### src/rtl/temp_sample_scheduler_pkg.sv
// Shared types and defaults for the round-robin temperature sample scheduler.
package temp_sample_scheduler_pkg;

  localparam int unsigned TEMP_W            = 8;
  localparam int unsigned RAW_W             = 4;
  localparam int unsigned BASE_W            = 5;
  localparam int unsigned COEF_W            = 4;
  localparam int unsigned DEF_SAMPLE_PERIOD = 1000;
  localparam int unsigned DEF_ACK_TIMEOUT   = 15;

  typedef enum logic [2:0] {
    ST_IDLE    = 3'd0,
    ST_REQ     = 3'd1,
    ST_WAIT    = 3'd2,
    ST_CALC    = 3'd3,
    ST_PUBLISH = 3'd4,
    ST_NEXT    = 3'd5
  } schedState_t;

endpackage

### src/rtl/temp_sample_scheduler_period_tick_gen.sv
// Free-running 0..PERIOD-1 counter; tick is high while the count sits at PERIOD-1.
module temp_sample_scheduler_period_tick_gen
  import temp_sample_scheduler_pkg::*;
#(
  parameter int unsigned PERIOD = DEF_SAMPLE_PERIOD
) (
  input  logic clk,
  input  logic rstn,
  output logic tick
);

  localparam int unsigned CNT_W = (PERIOD > 1) ? $clog2(PERIOD) : 1;
  localparam logic [CNT_W-1:0] LAST = CNT_W'(PERIOD - 1);

  logic [CNT_W-1:0] count;
  logic [CNT_W-1:0] countNext;

  always_comb begin
    countNext = (count == LAST) ? '0 : count + CNT_W'(1);
  end

  // tick is registered from the next count so it lines up with count == LAST
  always_ff @(posedge clk or negedge rstn) begin
    if (!rstn) begin
      count <= '0;
      tick  <= 1'b0;
    end else begin
      count <= countNext;
      tick  <= (countNext == LAST);
    end
  end

endmodule

### src/rtl/temp_sample_scheduler.sv
// Polls sensors round-robin each period, time-shares an external calculator,
// publishes results and tracks per-channel alarm (with hysteresis) and timeout flags.
module temp_sample_scheduler
  import temp_sample_scheduler_pkg::*;
#(
  parameter int unsigned NUM_SENSORS   = 4,
  parameter int unsigned CH_W          = 2,
  parameter int unsigned SAMPLE_PERIOD = DEF_SAMPLE_PERIOD,
  parameter int unsigned ACK_TIMEOUT   = DEF_ACK_TIMEOUT
) (
  input  logic                            clk,
  input  logic                            rstn,
  input  logic                            enable,
  output logic [NUM_SENSORS-1:0]          sensorReq,
  input  logic [NUM_SENSORS-1:0]          sensorAck,
  input  logic [RAW_W*NUM_SENSORS-1:0]    sensorData,
  input  logic [BASE_W*NUM_SENSORS-1:0]   cfgBaseTemp,
  input  logic [COEF_W*NUM_SENSORS-1:0]   cfgTempCoef,
  input  logic [TEMP_W-1:0]               thrHigh,
  input  logic [TEMP_W-1:0]               thrLow,
  output logic [BASE_W-1:0]               calcBase,
  output logic [RAW_W-1:0]                calcSensor,
  output logic [COEF_W-1:0]               calcCoef,
  input  logic [TEMP_W-1:0]               calcTemp,
  output logic [TEMP_W-1:0]               tempOut,
  output logic [CH_W-1:0]                 tempChan,
  output logic                            tempValid,
  output logic [NUM_SENSORS-1:0]          alarm,
  output logic [NUM_SENSORS-1:0]          timeoutErr,
  output logic                            busy
);

  localparam int unsigned WAIT_W = (ACK_TIMEOUT > 0) ? $clog2(ACK_TIMEOUT + 1) : 1;

  schedState_t state, stateNext;
  logic [CH_W-1:0]        ch, chNext;
  logic [WAIT_W-1:0]      waitCnt, waitCntNext;
  logic [NUM_SENSORS-1:0] sensorReqNext, alarmNext, timeoutErrNext;
  logic [BASE_W-1:0]      calcBaseNext;
  logic [RAW_W-1:0]       calcSensorNext;
  logic [COEF_W-1:0]      calcCoefNext;
  logic [TEMP_W-1:0]      tempOutNext;
  logic [CH_W-1:0]        tempChanNext;
  logic                   tempValidNext, busyNext;
  logic                   periodTick;

  logic [RAW_W-1:0]  rawArr  [NUM_SENSORS];
  logic [BASE_W-1:0] baseArr [NUM_SENSORS];
  logic [COEF_W-1:0] coefArr [NUM_SENSORS];

  for (genvar g = 0; g < NUM_SENSORS; g++) begin : g_unpack
    assign rawArr[g]  = sensorData[g*RAW_W +: RAW_W];
    assign baseArr[g] = cfgBaseTemp[g*BASE_W +: BASE_W];
    assign coefArr[g] = cfgTempCoef[g*COEF_W +: COEF_W];
  end

  temp_sample_scheduler_period_tick_gen #(
    .PERIOD (SAMPLE_PERIOD)
  ) uTick (
    .clk  (clk),
    .rstn (rstn),
    .tick (periodTick)
  );

  // Sweep sequencing; registered outputs are computed from the next state
  always_comb begin
    stateNext      = state;
    chNext         = ch;
    waitCntNext    = waitCnt;
    calcBaseNext   = calcBase;
    calcSensorNext = calcSensor;
    calcCoefNext   = calcCoef;
    tempOutNext    = tempOut;
    tempChanNext   = tempChan;
    tempValidNext  = 1'b0;
    alarmNext      = alarm;
    timeoutErrNext = timeoutErr;

    case (state)
      ST_IDLE: begin
        if (periodTick && enable) begin
          chNext    = '0;
          stateNext = ST_REQ;
        end
      end
      ST_REQ: begin
        waitCntNext = '0;
        stateNext   = ST_WAIT;
      end
      ST_WAIT: begin
        if (sensorAck[ch]) begin
          calcSensorNext = rawArr[ch];
          calcBaseNext   = baseArr[ch];
          calcCoefNext   = coefArr[ch];
          stateNext      = ST_CALC;
        end else if (waitCnt == WAIT_W'(ACK_TIMEOUT)) begin
          timeoutErrNext[ch] = 1'b1;
          stateNext          = ST_NEXT;
        end else begin
          waitCntNext = waitCnt + WAIT_W'(1);
        end
      end
      ST_CALC: begin
        tempOutNext   = calcTemp;
        tempChanNext  = ch;
        tempValidNext = 1'b1;
        stateNext     = ST_PUBLISH;
      end
      ST_PUBLISH: begin
        if (tempOut >= thrHigh) begin
          alarmNext[ch] = 1'b1;
        end else if (tempOut < thrLow) begin
          alarmNext[ch] = 1'b0;
        end
        stateNext = ST_NEXT;
      end
      ST_NEXT: begin
        if (ch == CH_W'(NUM_SENSORS - 1)) begin
          stateNext = ST_IDLE;
        end else begin
          chNext    = ch + CH_W'(1);
          stateNext = ST_REQ;
        end
      end
      default: begin
        stateNext = ST_IDLE;
      end
    endcase

    sensorReqNext = ((stateNext == ST_REQ) || (stateNext == ST_WAIT))
                    ? (NUM_SENSORS'(1) << chNext) : '0;
    busyNext      = (stateNext != ST_IDLE);
  end

  always_ff @(posedge clk or negedge rstn) begin
    if (!rstn) begin
      state      <= ST_IDLE;
      ch         <= '0;
      waitCnt    <= '0;
      sensorReq  <= '0;
      calcBase   <= '0;
      calcSensor <= '0;
      calcCoef   <= '0;
      tempOut    <= '0;
      tempChan   <= '0;
      tempValid  <= 1'b0;
      alarm      <= '0;
      timeoutErr <= '0;
      busy       <= 1'b0;
    end else begin
      state      <= stateNext;
      ch         <= chNext;
      waitCnt    <= waitCntNext;
      sensorReq  <= sensorReqNext;
      calcBase   <= calcBaseNext;
      calcSensor <= calcSensorNext;
      calcCoef   <= calcCoefNext;
      tempOut    <= tempOutNext;
      tempChan   <= tempChanNext;
      tempValid  <= tempValidNext;
      alarm      <= alarmNext;
      timeoutErr <= timeoutErrNext;
      busy       <= busyNext;
    end
  end

endmodule
### config.mk
export PLATFORM = sky130hd
export DESIGN_NAME = temp_sample_scheduler
export DESIGN_NICKNAME = d
export VERILOG_FILES = /design/src/rtl/temp_sample_scheduler_pkg.sv /design/src/rtl/temp_sample_scheduler_period_tick_gen.sv /design/src/rtl/temp_sample_scheduler.sv
export SDC_FILE = /design/constraint.sdc
export NUM_CORES = 1
export LEC_CHECK = 0
export ABC_CLOCK_PERIOD_IN_PS = 2600
export CAP_MARGIN = 30
export CORE_UTILIZATION = 40
export DETAILED_ROUTE_END_ITERATION = 12
export GPL_TIMING_DRIVEN = 0
export PLACE_DENSITY_LB_ADDON = 0.08
export SLEW_MARGIN = 20
export SYNTH_ARGS = -nofsm -noshare
export SYNTH_HDL_FRONTEND = slang
export SYNTH_SLANG_ARGS = --single-unit
### constraint.sdc
create_clock -name clk -period 2.6 [get_ports clk]
set_clock_uncertainty 0.1 [all_clocks]
set_input_delay 0.78 -clock clk [delete_from_list [all_inputs] [get_ports clk]]
set_output_delay 0.78 -clock clk [all_outputs]
set_load 0.005 [all_outputs]
After elaboration in Yosys (flattened, before gate mapping)
Cells that the tools add are included.
{"block": "word_totals", "ff_bits": 57, "inputBits": 83, "out_inout_bits": 37, "word_cells": 83}
{"block": "op_classes", "add_sub_neg": 3, "magnitude_cmp": 5, "n_eq_ne": 13, "n_shift": 1, "muxes": 29, "bitwise_logic": 6, "n_reduce_logical": 11}
{"cell": "$mux 4", "count": 9}
{"cell": "$eq 10x10->1 const B", "count": 2}
{"cell": "$pmux 3 s6", "count": 1}
{"cell": "$bmux 4 s2", "count": 2}
{"cell": "$add 10x1->10 const B", "count": 1}
{"cell": "$bmux 5 s2", "count": 1}
{"cell": "$mux 10", "count": 1}
{"cell": "$mux 5", "count": 2}
{"cell": "$eq 3x2->1 const B", "count": 3}
{"cell": "$mux 3", "count": 3}
{"cell": "$ge 8x8->1", "count": 1}
{"cell": "$lt 8x8->1", "count": 1}
{"cell": "$or 4x4->4", "count": 2}
{"cell": "$pmux 4 s2", "count": 1}
{"cell": "$eq 3x1->1 const B", "count": 2}
{"cell": "$eq 3x3->1 const B", "count": 2}
{"cell": "$reduce_and 3->1", "count": 2}
{"cell": "$add 4x1->4 const B", "count": 1}
{"cell": "$and 4x4->4", "count": 1}
{"cell": "$eq 4x4->1 const B", "count": 1}
{"cell": "$mux 1", "count": 4}
{"cell": "$mux 2", "count": 2}
{"cell": "$ne 2x2->1 const B", "count": 2}
{"cell": "$not 4->4", "count": 1}
{"cell": "17 further kinds", "count": 20}

Logic depth before layout (Yosys ltp)
Gate-level depths: netlist of run 1.
{"block": "depth", "word_depth": 8, "mapped_depth": 7, "mapped_depth_nobuf": 7}

By module
A second synthesis of run 1 with hierarchy kept.
{"block": "hier_totals", "hier_cells": 269, "hier_area_um2": 3140.5}
{"module": "temp_sample_scheduler", "instances": 1, "cells_each": 211, "area_per_inst_um2": 2549.9, "seq_area_each_um2": 1151.1}
{"module": "temp_sample_scheduler_period_tick_gen", "instances": 1, "cells_each": 58, "area_per_inst_um2": 590.6, "seq_area_each_um2": 275.3}

Worst setup path before layout of run 1
OpenSTA, ideal clock, no wires.
{"block": "synth_path", "kind": "input-to-reg", "from": "input port thrHigh[0]", "to": "register (tool-made name)", "setup_ns": 0.135, "arrival_ns": 2.055, "required_time_ns": 2.365, "path_slack_ns": 0.310, "path_stages": 6, "n_path_buf": 0, "path_cell_list": "ha_1 > nand2b_1 > a2111oi_0 > o21bai_1 > a41oi_1 > o41ai_1"}
{"item": "from (decl)", "line_no": "temp_sample_scheduler.sv:19", "rtl": "input logic [TEMP_W-1:0] thrHigh,"}

==> impl_metrics.ini, run 1 <==
[grt]
grt_first_pass_wirelength_mm = 12.6
overflow = 0
first_global_vias = 2649
grt_use_total_pct = 19.6
grt_antenna_before_repair = 0
grt_max_degree = 47

[synthesis]
async_flop_share_pct = 100
synth-seq-area-share_pct = 45.1
synth_ff_type = dfrtp_1
avgSynthCellArea_um2 = 11.6
synthCells = 273
yosysWarnings = 0
synth-seq-cells = 57
netlist_area_um2 = 3160
synth-edff-count = 0
ys_types = 48
syn_nets = 374

[critical_path]
worstPathRequired_ns = 2.70
crit_fanout = 4
critPathBufInv = 1
crit_family = compound AO/OA/AOI/OAI gates
crit_path_end_kind = register
path_cells = clkdlybuf4s50_1 > ha_1 > nand2b_1 > a2111oi_1 > o21bai_1 > a41oi_2 > o41ai_1
critPathSlowestCell = a2111oi_1
max_stage_delay_ns = 0.43
start_kind = primary input
arrival_ns = 2.59
crit_type = in2reg

[power]
intPower_uw = 1650
p_leak_uw = 0.00217
sw_frac_of_total_pct = 20.2
power_frac_clock_pct = 45.4
p_sw_uw = 419
total_power_uw = 2070
p_seq_share_pct = 43.5
ir_drop_v = 0.000276
pwr-share-comb_pct = 11.2
pwr_density_cell_nw_per_um2 = 437

[cells_and_area]
area_growth_pct = 49.8
final_util_pct = 61.6
final_nets = 505
final_cells = 511
fin_area_um2 = 4740
num-fill-cells = 646
antenna_cells = 0
drive_above_1_share_pct = 15.2

[drt]
ant_nets = 0
drt-vias-per-instance = 5.15
vias = 2631
wl_per_cell_um = 14.9
drt-initial-drc-count = 113
firstDrtPassIters = 4
drc = 0
wl_mm = 7.60

[clock_tree]
cts-buffers-inserted = 9
clockBufferDepth = 2
postCtsSetupRepairBufs = 0
htreeDepth = 3
cts-root-buf = clkbuf_8
clock_latency_ns = 0.33
cts_tree = built
path_clk_slew_ns = 0.06
cts.sinks = 57

[placement]
dpl_cell_area_um2 = 4510
dp_cells = 495
numPortBuffers = 119
finalWeightedCongestion = 0.775
post-dp-hpwl_mm = 5.77

[outcome]
status = completed

[timing]
fin_crit_sh_pct = 96.0
final.min_clock_period_ns = 2.50
final-max-slew-violation-count = 0
rsz0062_at_grt = false
slew_headroom_pct = 60.9
worst_pin_slew_ns = 0.587
final_hold_viol_count = 0
finalSetupViolCount = 0
fmax_mhz = 401

[floorplan]
io_pins = 120
core_area_um2 = 7690
die_x_um = 90.9
row_count = 32
start_util_pct = 41.1
dieArea_um2 = 8260
fp.dieH_um = 90.9

[worst_hold_path]
min_path_type = in2async

[flow_run]
maxCapViolations = 0
power groups by stage:
stage / logic [uW] / registers, uW / clock network (uW)
final: 231 / 899 / 938
after global routing: 255 / 900 / 1000
after CTS: 235 / 899 / 966
after detailed placement: 231 / 916 / 0
after global placement: 221 / 916 / 0
after floorplan: 60.5 / 915 / 0
metrics by stage:
stage               hold slack [ns]  setup TNS (ns)  worst slack [ns]
floorplan                     0.354               0             0.310
global placement              0.360          -73.70             -1.24
global route                  0.193               0            0.0286
finish                        0.188               0             0.105
detailed placement            0.360           -3.36            -0.383
CTS                           0.180               0            0.0200
kinds of logic after synthesis:
logic type / after synthesis / synth area share (%)
mux: 36 / 17.9
compound gates: 49 / 10.6
flops: 57 / 45.1
fa+ha+maj: 18 / 7.12
simple gates: 70 / 12.6
xor+xnor: 7 / 1.94
buf+inv: 36 / 4.71
metal layers:
layer / track usage (%) / wire [um]
met5: 0 / 0
met4: 8.73 / 126
met3: 5.22 / 660
met2: 33.9 / 3780
met1: 22.8 / 3020
Yosys cell counts, types with 2 or more instances:
library cell	count	area share, %
dfrtp_1	57	45
inv_1	27	3.2
mux2_2	22	7.8
ha_1	18	7.1
nand2_1	18	2.1
mux4_2	13	9.3
nor2_1	13	1.5
nand3_1	11	1.7
o21ai_0	11	1.7
o31ai_1	8	1.9
a21oi_1	7	1.1
xor2_1	6	1.7
clkbuf_1	5	0.59
nand2b_1	5	0.99
nor3_1	4	0.63
nor2b_1	3	0.59
o21ai_1	3	0.47
a2111oi_0	2	0.55
a22o_1	2	0.55
a31oi_1	2	0.40
buf_2	2	0.32
nand4_4	2	1.3
nand4b_1	2	0.55
o211ai_1	2	0.47
o21a_1	2	0.47
o21bai_1	2	0.47
o41ai_1	2	0.55
or3_1	2	0.40
sequential cells by signal, indices dropped and copies added (netlist names), named ones only:
| signal | flops |
|---|---|
| waitCnt | 4 |
| sensorReq | 4 |
| timeoutErr | 4 |
| tempOut | 8 |
| uTick.count | 10 |
| tempChan | 2 |
| tempValid | 1 |
| uTick.tick | 1 |
| calcCoef | 4 |
| calcBase | 5 |
| ch | 2 |
| busy | 1 |
| calcSensor | 4 |
| state | 3 |
timing repair:
item,4_1_cts,5_1_grt
setup endpoints to repair,4,3
gates resized for setup,1,1
hold buffers,0,0
cells in the final DEF, fill, tap and decap left out, types with 11 or more instances in the layout:
master / instances
ha_1: 18
mux2_2: 22
inv_1: 27
nand2_1: 18
mux4_2: 13
dfrtp_1: 57
nor2_1: 13
o21ai_0: 11
clkbuf_8: 11
clkdlybuf4s50_1: 118
nand3_1: 11
area by class of cell:
class,count,area (um2),area share (%)
Inverter,27,101,2.14
Sequential cell,57,1430,30.1
Timing Repair Buffer,120,1220,25.7
Clock inverter,2,60.1,1.27
Multi-Input combinational cell,180,1600,33.7
Clock buffer,14,163,3.43
Tap cell,102,128,2.69
Buffer,9,47.5,1.00
worst paths after layout:
| path | startpoint | endpoint | slack (ns) | cells past startpoint |
|---|---|---|---|---|
| min reg2reg | timeoutErr[1] | timeoutErr[1] | 0.38 | 2 |
| min | rstn | waitCnt[1] | 0.19 | 1 |
| min in group clk | timeoutErr[1] | timeoutErr[1] | 0.38 | 2 |
| max | thrHigh[0] | register | 0.10 | 7 |
| max reg2reg | ch[0] | calcBase[2] | 0.55 | 5 |
| max in group asynchronous | rstn | uTick.count[8] | 1.74 | 2 |
Power figures use the tool's default switching activity.
==> inputs of run 2 (changes only) <==
--- a/config.mk
+++ b/config.mk
@@ -11,7 +11,6 @@
 export DETAILED_ROUTE_END_ITERATION = 12
 export GPL_TIMING_DRIVEN = 0
 export PLACE_DENSITY_LB_ADDON = 0.08
-export SLEW_MARGIN = 20
 export SYNTH_ARGS = -nofsm -noshare
 export SYNTH_HDL_FRONTEND = slang
 export SYNTH_SLANG_ARGS = --single-unit
==> impl_metrics.ini, run 2 (synthesized netlist as in run 1, its figures left out) <==
[outcome]
status = completed

[clock_tree]
cts-buffers-inserted = 9
cts-root-buf = clkbuf_8
clockBufferDepth = 2
cts.sinks = 57
path_clk_slew_ns = 0.07
htreeDepth = 3
cts_tree = built
clock_latency_ns = 0.34
postCtsSetupRepairBufs = 0

[drt]
vias = 2594
drc = 0
wl_mm = 7.41
wl_per_cell_um = 14.5
drt-vias-per-instance = 5.08
drt-initial-drc-count = 82
firstDrtPassIters = 4
ant_nets = 0

[cells_and_area]
largest_reg_flops = 10
final_common_cell = clkdlybuf4s50_1
final_nets = 505
largest_registers = uTick.count: 10 flops, tempOut: 8 flops, calcBase: 5 flops
antenna_cells = 0
drive_above_1_share_pct = 16.1
final_cells = 511
area_growth_pct = 49.4
num-fill-cells = 646
final_cell_mix = 118 x clkdlybuf4s50_1, 57 x dfrtp_1, 27 x inv_1
regMostFlops = uTick.count

[floorplan]
row_count = 32
dieArea_um2 = 8260
io_pins = 120
start_util_pct = 41.1
die_x_um = 90.9
core_area_um2 = 7690
fp.dieH_um = 90.9

[power]
ir_drop_v = 0.000222
pwr_density_cell_nw_per_um2 = 425
p_leak_uw = 0.00216
total_power_uw = 2010

[timing]
finalSetupTns_ns = 0
finalSetupViolCount = 0
rsz0062_at_grt = false
fmax_mhz = 402
final-max-slew-violation-count = 0
final.min_clock_period_ns = 2.49
slew_headroom_pct = 61.1
holdWs_ns = 0.309
final_hold_viol_count = 0
fin_crit_sh_pct = 95.6
worst_pin_slew_ns = 0.584

[critical_path]
r2r_end = calcBase[2]
critPathSlowestCell = clkdlybuf4s50_1
max_stage_delay_ns = 0.45
crit_type = in2reg
ff2ff_setup_slack_ns = 0.55
worstPathRequired_ns = 2.70
reg2reg_depth = 5
start_kind = primary input
arrival_ns = 2.59
startpoint = thrLow[1]
worstReg2RegStart = ch[0]
crit_path_end_kind = register
crit_fanout = 4
path_cells = clkdlybuf4s50_1 > inv_1 > ha_1 > a2111oi_0 > o211ai_1 > o31ai_1 > o41ai_1

[grt]
overflow = 0
grt_first_pass_wirelength_mm = 12.1
grt_antenna_before_repair = 0
grt_max_degree = 37
first_global_vias = 2548
grt_use_total_pct = 18.9

[worst_hold_path]
min_path_type = in2async

[flow_run]
maxCapViolations = 0

[placement]
numPortBuffers = 119
post-dp-hpwl_mm = 5.74
dp_cells = 495
finalWeightedCongestion = 0.775
==> run 2: worst max path at each step <==
stage,endpoint,slack [ns]
floorplan,register,0.31
global placement,uTick.count[1],-1.24
detailed placement,register,-0.39
CTS,register,0.02
global route,register,0.008
finish,register,0.11
==> run 2: metal layers <==
metal / global-route usage, % / part of all wire (%) / up-vias
li1: - / - / 1257
met1: 22.0 / 42 / 1238
met2: 32.2 / 49 / 90
met3: 5.30 / 7.4 / 9
met4: 8.73 / 1.9 / 0
met5: 0 / 0 / -
==> run 2: critical path, delay by kind of cell <==
family	cells	cell delay [ns]
buffers and inverters	2	0.49
adder cells (fa/ha/maj)	1	0.29
AO/OA/AOI/OAI	4	1.03
==> run 2: cell type report <==
cell class | instances | area, um2 | share of cell area, %
Buffer | 9 | 47.5 | 1.01
Clock buffer | 12 | 165 | 3.50
Clock inverter | 4 | 50.0 | 1.06
Inverter | 27 | 101 | 2.15
Multi-Input combinational cell | 180 | 1600 | 33.9
Sequential cell | 57 | 1430 | 30.2
Tap cell | 102 | 128 | 2.70
Timing Repair Buffer | 120 | 1210 | 25.5
==> run 2: timing repair <==
action                     4_1_cts  5_1_grt
pin swaps                        0        0
gates cloned                     0        0
setup endpoints to repair        4        4
hold endpoints to repair         0        0
hold buffers                     0        0
resized for setup                1        2
==> run 2: through the flow <==
step	worst slack [ns]	util [%]	cell area, um2
floorplan	0.310	-	3160
detailed placement	-0.390	58.5	4500
global placement	-1.24	58.3	4480
CTS	0.0220	61.4	4720
global route	0.00816	61.5	4720
finish	0.114	61.5	4720
==> run 2: where the power goes <==
| group | total (uW) | internal, uW | switching [uW] |
|---|---|---|---|
| clock network | 876 | 519 | 358 |
| registers | 899 | 893 | 6.63 |
| logic | 231 | 163 | 68.6 |
